===== src/rtl/ram_arbiter.sv =====
// ram_arbiter
//   Shares the single-port RAM between the multicycle CPU datapath and the
//   program/debug loader. Every access runs through IDLE -> ISSUE -> WAIT ->
//   DONE. The winner's read data is returned in its own register, and a
//   one-cycle done strobe tells that requester its access has completed.
//
//   Optional build macro: RAM_ARB_STARVE_GUARD_EN
//     Defined   : a burst counter lets the loader win after MAX_BURST
//                 consecutive CPU grants made while the loader was waiting.
//     Undefined : strict CPU priority, and the burst counter is not built.
//
// Ports
//   clk, rst_n                     clock, asynchronous active-low reset
//   cpuReq/cpuWrite/cpuAddress/    CPU request (held until cpuDone),
//   cpuDataIn                      write flag, address and write data
//   cpuDataOut, cpuDone            registered CPU read data, completion pulse
//   ldrReq/ldrWrite/ldrAddress/    loader request (held until ldrDone),
//   ldrDataIn                      write flag, address and write data
//   ldrDataOut, ldrDone            registered loader read data, completion pulse
//   ramAddress/ramIsReading/       RAM address, isReading (0 = write)
//   ramDataIn                      and write data
//   ramDataOut                     RAM read data
//   owner                          current grant: 00 none, 01 CPU, 10 loader
module ram_arbiter #(
  parameter int ADDRESS_SIZE = 20,
  parameter int WORD_SIZE    = 64,
  parameter int READ_LATENCY = 1,
  parameter int MAX_BURST    = 4
) (
  input  logic                    clk,
  input  logic                    rst_n,
  input  logic                    cpuReq,
  input  logic                    cpuWrite,
  input  logic [ADDRESS_SIZE-1:0] cpuAddress,
  input  logic [WORD_SIZE-1:0]    cpuDataIn,
  output logic [WORD_SIZE-1:0]    cpuDataOut,
  output logic                    cpuDone,
  input  logic                    ldrReq,
  input  logic                    ldrWrite,
  input  logic [ADDRESS_SIZE-1:0] ldrAddress,
  input  logic [WORD_SIZE-1:0]    ldrDataIn,
  output logic [WORD_SIZE-1:0]    ldrDataOut,
  output logic                    ldrDone,
  output logic [ADDRESS_SIZE-1:0] ramAddress,
  output logic                    ramIsReading,
  output logic [WORD_SIZE-1:0]    ramDataIn,
  input  logic [WORD_SIZE-1:0]    ramDataOut,
  output logic [1:0]              owner
);

  typedef enum logic [1:0] {IDLE, ISSUE, WAIT, DONE} StateType;

  localparam logic [1:0] OwnerNone = 2'b00;
  localparam logic [1:0] OwnerCpu  = 2'b01;
  localparam logic [1:0] OwnerLdr  = 2'b10;

  localparam int WaitWidth = (READ_LATENCY > 1) ? $clog2(READ_LATENCY) : 1;

  StateType             state;
  StateType             nextState;
  logic                 grantCpu;
  logic                 grantLdr;
  logic                 latchedWrite;
  logic [WaitWidth-1:0] waitCount;
  logic                 lastWait;
  logic                 starveTrip;

  assign lastWait = (waitCount == WaitWidth'(READ_LATENCY - 1));

`ifdef RAM_ARB_STARVE_GUARD_EN
  localparam int BurstWidth = ($clog2(MAX_BURST + 1) > 3) ? $clog2(MAX_BURST + 1) : 3;

  logic [BurstWidth-1:0] burstCount;

  // starveTrip can only matter when both requests are pending, because the
  // grant logic looks at it only on that path.
  assign starveTrip = (burstCount == BurstWidth'(MAX_BURST));

  // The counter tracks CPU grants the loader has had to watch. It restarts
  // whenever the loader is served or stops asking.
  always_ff @(posedge clk or negedge rst_n) begin
    if (!rst_n) begin
      burstCount <= '0;
    end else if (state == IDLE) begin
      if (grantLdr || !ldrReq) begin
        burstCount <= '0;
      end else if (grantCpu) begin
        burstCount <= burstCount + 1'b1;
      end
    end
  end
`else
  assign starveTrip = 1'b0;
`endif

  // State register.
  always_ff @(posedge clk or negedge rst_n) begin
    if (!rst_n) begin
      state <= IDLE;
    end else begin
      state <= nextState;
    end
  end

  // Next state and grant selection. Requests are looked at only in IDLE.
  // The CPU wins ties unless the starvation guard has tripped.
  always_comb begin
    nextState = state;
    grantCpu  = 1'b0;
    grantLdr  = 1'b0;
    case (state)
      IDLE: begin
        if (ldrReq && (!cpuReq || starveTrip)) begin
          grantLdr = 1'b1;
        end else if (cpuReq) begin
          grantCpu = 1'b1;
        end
        if (grantCpu || grantLdr) begin
          nextState = ISSUE;
        end
      end
      ISSUE:   nextState = WAIT;
      WAIT:    if (lastWait) nextState = DONE;
      DONE:    nextState = IDLE;
      default: nextState = IDLE;
    endcase
  end

  // Datapath registers. The RAM address and write data are latched at grant
  // time and held until the next grant. ramIsReading drops only for the
  // ISSUE cycle of a write. Read data is captured on the last WAIT cycle,
  // so the done pulse in DONE arrives together with valid data.
  always_ff @(posedge clk or negedge rst_n) begin
    if (!rst_n) begin
      owner        <= OwnerNone;
      cpuDone      <= 1'b0;
      ldrDone      <= 1'b0;
      cpuDataOut   <= '0;
      ldrDataOut   <= '0;
      ramAddress   <= '0;
      ramDataIn    <= '0;
      ramIsReading <= 1'b1;
      latchedWrite <= 1'b0;
      waitCount    <= '0;
    end else begin
      cpuDone <= 1'b0;
      ldrDone <= 1'b0;
      case (state)
        IDLE: begin
          waitCount <= '0;
          if (grantCpu) begin
            ramAddress   <= cpuAddress;
            ramDataIn    <= cpuDataIn;
            latchedWrite <= cpuWrite;
            ramIsReading <= ~cpuWrite;
            owner        <= OwnerCpu;
          end else if (grantLdr) begin
            ramAddress   <= ldrAddress;
            ramDataIn    <= ldrDataIn;
            latchedWrite <= ldrWrite;
            ramIsReading <= ~ldrWrite;
            owner        <= OwnerLdr;
          end else begin
            owner        <= OwnerNone;
            ramIsReading <= 1'b1;
          end
        end
        ISSUE: begin
          ramIsReading <= 1'b1;
          waitCount    <= '0;
        end
        WAIT: begin
          if (lastWait) begin
            if (!latchedWrite) begin
              if (owner == OwnerCpu) begin
                cpuDataOut <= ramDataOut;
              end else begin
                ldrDataOut <= ramDataOut;
              end
            end
            cpuDone <= (owner == OwnerCpu);
            ldrDone <= (owner == OwnerLdr);
          end else begin
            waitCount <= waitCount + 1'b1;
          end
        end
        DONE: begin
          owner <= OwnerNone;
        end
        default: begin
          owner <= OwnerNone;
        end
      endcase
    end
  end

endmodule

===== config.mk =====
export PLATFORM = sky130hd
export DESIGN_NAME = ram_arbiter
export DESIGN_NICKNAME = d
export VERILOG_FILES = /design/src/rtl/ram_arbiter.sv
export SDC_FILE = /design/constraint.sdc
export NUM_CORES = 1
export LEC_CHECK = 0
export ABC_AREA = 1
export CAP_MARGIN = 40
export CORE_UTILIZATION = 30
export DETAILED_ROUTE_END_ITERATION = 8
export GPL_ROUTABILITY_DRIVEN = 0
export PLACE_DENSITY = 0.64
export REMOVE_ABC_BUFFERS = 1
export SYNTH_ARGS = -nofsm -noshare
export SYNTH_HDL_FRONTEND = slang
export SYNTH_SLANG_ARGS = --single-unit

===== constraint.sdc =====
create_clock -name clk -period 2.27 [get_ports clk]
set_input_delay 0.3405 -clock clk [delete_from_list [all_inputs] [get_ports clk]]
set_output_delay 0.3405 -clock clk [all_outputs]
set_load 0.02 [all_outputs]

==> metrics.md <==
| Metric | Value |
|---|---|
| Share of final-layout standard cells stronger than drive strength 1 | `under 10%` |
| Top-level port count | `roughly 460` |
| Maximum Capacitance Violations | `0` |
| Part of the cycle the worst path needs | `88.8%` |
| Hpwl dp | `about 24000 microns` |
| Seq. cell area | `5510 sq um` |
| Net count of the finished layout | `1902` |
| Setup violators final | `0` |
| Slowest cell on the critical path | `clkdlybuf4s50_1` |
| Unrepaired setup endpoints after global routing | `false` |
| Congestion Overflow GR | `0` |
| Multi-input gate area | `3860 sq um` |
| Switching share of power | `41.6%` |
| Most frequent cells in the layout | `690 x nand2_1, 452 x clkdlybuf4s50_1, 219 x dfrtp_1, 215 x nand3_1, 25 x clkbuf_16` |
| Number of buffers and inverters on the critical path | `1` |
| Post-layout minimum cycle time | `2020 ps` |
| Per-instance average area after synthesis | `7.87 sq um` |
| Ratio of total power to cell area | `1450 nW/um^2` |
| Clock-pin transition on the worst setup and hold timing paths | `60 ps` |
| Total design power | `22800 uW` |
| Total clock buffers created by CTS | `25` |
| Area of the core | `about 32000 sq um` |
| Number of global-route vias before repair | `9426` |
| Fraction of power consumed by the clock network | `between 15 and 20%` |
| H-Tree Level Count | `1` |
| Cells after DPL | `2066` |
| Worst Path Required | `between 1500 and 2000 ps` |
| Final TNS setup | `0 ps` |
| Beginning of the critical path | `ramIsReading` |
| Number of antenna violations at the first check in global routing | `2` |
| Area after DPL | `approximately 15000 sq um` |
| Final Instance Area | `15700 sq um` |
| Via Count | `slightly below 10000` |
| Hold Path Origin | `cpuReq` |
| Peak ir drop on the vdd network | `slightly above 500 uV` |
| Leak | `0.00764 uW` |
| Routed via count divided by cell count | `4.60` |
| First-pass GRT wire length | `around 53000 microns` |
| TritonCTS clock tree | `built` |
| Worst slew pin tran | `877 ps` |
| Critical path capture point type | `primary output` |
| Clock root buffer | `clkbuf_16` |
| Final Slew Violations | `0` |
| Count of endpoints failing hold in the final timing report | `0` |
| Total internal power | `13300 uW` |
| Highest cell delay on the worst timing path | `630 ps` |
| Sw power | `9470 uW` |
| Clock sink count | `220` |
| Layout overhead on the synthesized area | `59.8%` |
| Clock latency of the later-clocked register in the worst-skew pair | `520 ps` |
| Achievable frequency | `496 MHz` |
| Number of DRC violations after detailed routing | `0` |
| Sequential element share of the synthesized area | `around 56%` |
| Relative contribution of combinational cells to total power | `51.4%` |
| Antenna viol nets, final | `0` |
| Classification of the worst setup path | `flop to primary output` |
| Post-Route WL | `between 30000 and 40000 microns` |
| Maximum number of pins on one net before global-route repair | `111` |
| Detailed-route wire length per cell | `16.3 microns` |
| Most common cell after layout, fill and taps aside | `nand2_1` |
| Classification of the worst-slack hold path | `input pin to flop` |
| Buffers added on ports | `454` |
| Synthesized area | `9790 sq um` |
| Worst-path cell chain | `clkdlybuf4s50_1` |
| Die extent in y | `about 180 microns` |
| Cell Count, Final, Fillers Out | `roughly 2100` |
| Max-Slew Margin vs Limit | `41.5%` |
| Hold bufs inserted after CTS | `1` |
| Worst hold margin | `192 ps` |
| #FFs+latches synth | `220` |
| Chip Width | `roughly 180 microns` |
| Number of library cell types mapped by synthesis | `20` |
| Post-CTS repair timing setup buffer count | `0` |
| GR Util All Layers | `about a fifth` |
| Number of standard cells after synthesis | `1244` |
| Relative contribution of sequential cells to total power | `30.4%` |
| Violation count after the first detailed-route iteration | `534` |
| Outcome | `finished, final reports clean` |
| DIE AREA | `33400 sq um` |
| Startpoint type of the worst setup path | `flop` |
| Number of cells upsized or downsized after cts | `0` |
| Total number of yosys warnings | `0` |
| Top delay family on crit path | `buffers and inverters` |
| Critical Path AT | `about 1700 ps` |
| Number of cell rows | `65` |
| Total of fill cells in the finished design | `2996` |
| Startpoint of the worst register-to-register path | `state[0]` |
| Crit path max fanout | `2` |
| Worst setup skew after layout | `10.6 ps` |
| Longest Clk Path Bufs | `3` |
| Detailed Routing Iterations Pass 1 | `5` |
| Initial Util | `30.8%` |
## tightest hold or removal path, stage by stage
cell	delay, ps
buf_2	160
nand2_1	70
o21ai_0	90
## final timing paths
| kind | end | slack (ps) | depth (start not counted) |
|---|---|---|---|
| hold reg to reg | cpuDataOut[6] | 470 | 2 |
| max in group asynchronous | ldrDataOut[24] | 1220 | 3 |
| setup / recovery | ramIsReading | 250 | 1 |
| min in group asynchronous | ramDataIn[56] | 350 | 2 |
| hold / removal | owner[0] | 190 | 3 |
| setup reg to reg | ramDataIn[34] | 280 | 8 |
## routing by layer
metal / GRT usage [%] / share of wire, % / up-vias
met4: 5.31 / 2.1 / 0
met3: 4.97 / 9.0 / 39
met5: 0 / 0 / -
met1: 25.6 / 40 / 4503
li1: - / - / 4747
met2: 34.6 / 48 / 432
## sequential cells by signal, summed over array words and instances, names as in the netlist
register      flops
ldrDone           1
owner             2
ldrDataOut       64
ramAddress       20
cpuDataOut       64
state             2
latchedWrite      1
ramDataIn        64
cpuDone           1
ramIsReading      1
## power by group through the flow
| stage | clock network, uW | logic (uW) | registers, uW |
|---|---|---|---|
| global placement | 0 | 11700 | 6940 |
| detailed placement | 0 | 11800 | 6970 |
| global route | 4410 | 12600 | 7150 |
| finish | 4140 | 11700 | 6920 |
| floorplan | 0 | 3290 | 9140 |
| CTS | 4240 | 11800 | 6930 |
## cells by family after synthesis
| logic type | count (synthesis) | synth area share (%) |
|---|---|---|
| AND/OR/NAND/NOR | 916 | 37.9 |
| buffers and inverters | 96 | 4.74 |
| adder cells (fa/ha/maj) | 5 | 0.639 |
| flip-flops | 220 | 56.2 |
| AO/OA/AOI/OAI | 7 | 0.485 |
## per-stage QoR
step	setup WS, ps	utilization [%]
final	255	49.2
after global routing	101	49.2
after CTS	221	49.2
after detailed placement	298	46.5
after global placement	378	46.5
after floorplan	-5360	-
## cells in the mapped netlist (all sizes together)
master	n	area share, %
nand4	1	0.064
buf	62	3.4
nor2	3	0.11
a21oi	3	0.27
o21ai	3	0.15
dfrtp	219	56
o22ai	1	0.064
dfstp	1	0.27
nor3	1	0.051
nand3	215	11
clkbuf	25	0.96
inv	9	0.34
nand2	696	27
ha	5	0.64
## final cells by class
| class | count | area share (%) |
|---|---|---|
| multi-input combinational | 928 | 24.7 |
| inverter | 9 | 0.216 |
| antenna | 2 | 0.0320 |
| sequential | 220 | 35.2 |
| clock inverter | 12 | 0.799 |
| clock buffer | 33 | 4.64 |
| timing repair buffer | 475 | 31.0 |
| tap | 435 | 3.48 |
(Power assumes the default switching activity.)
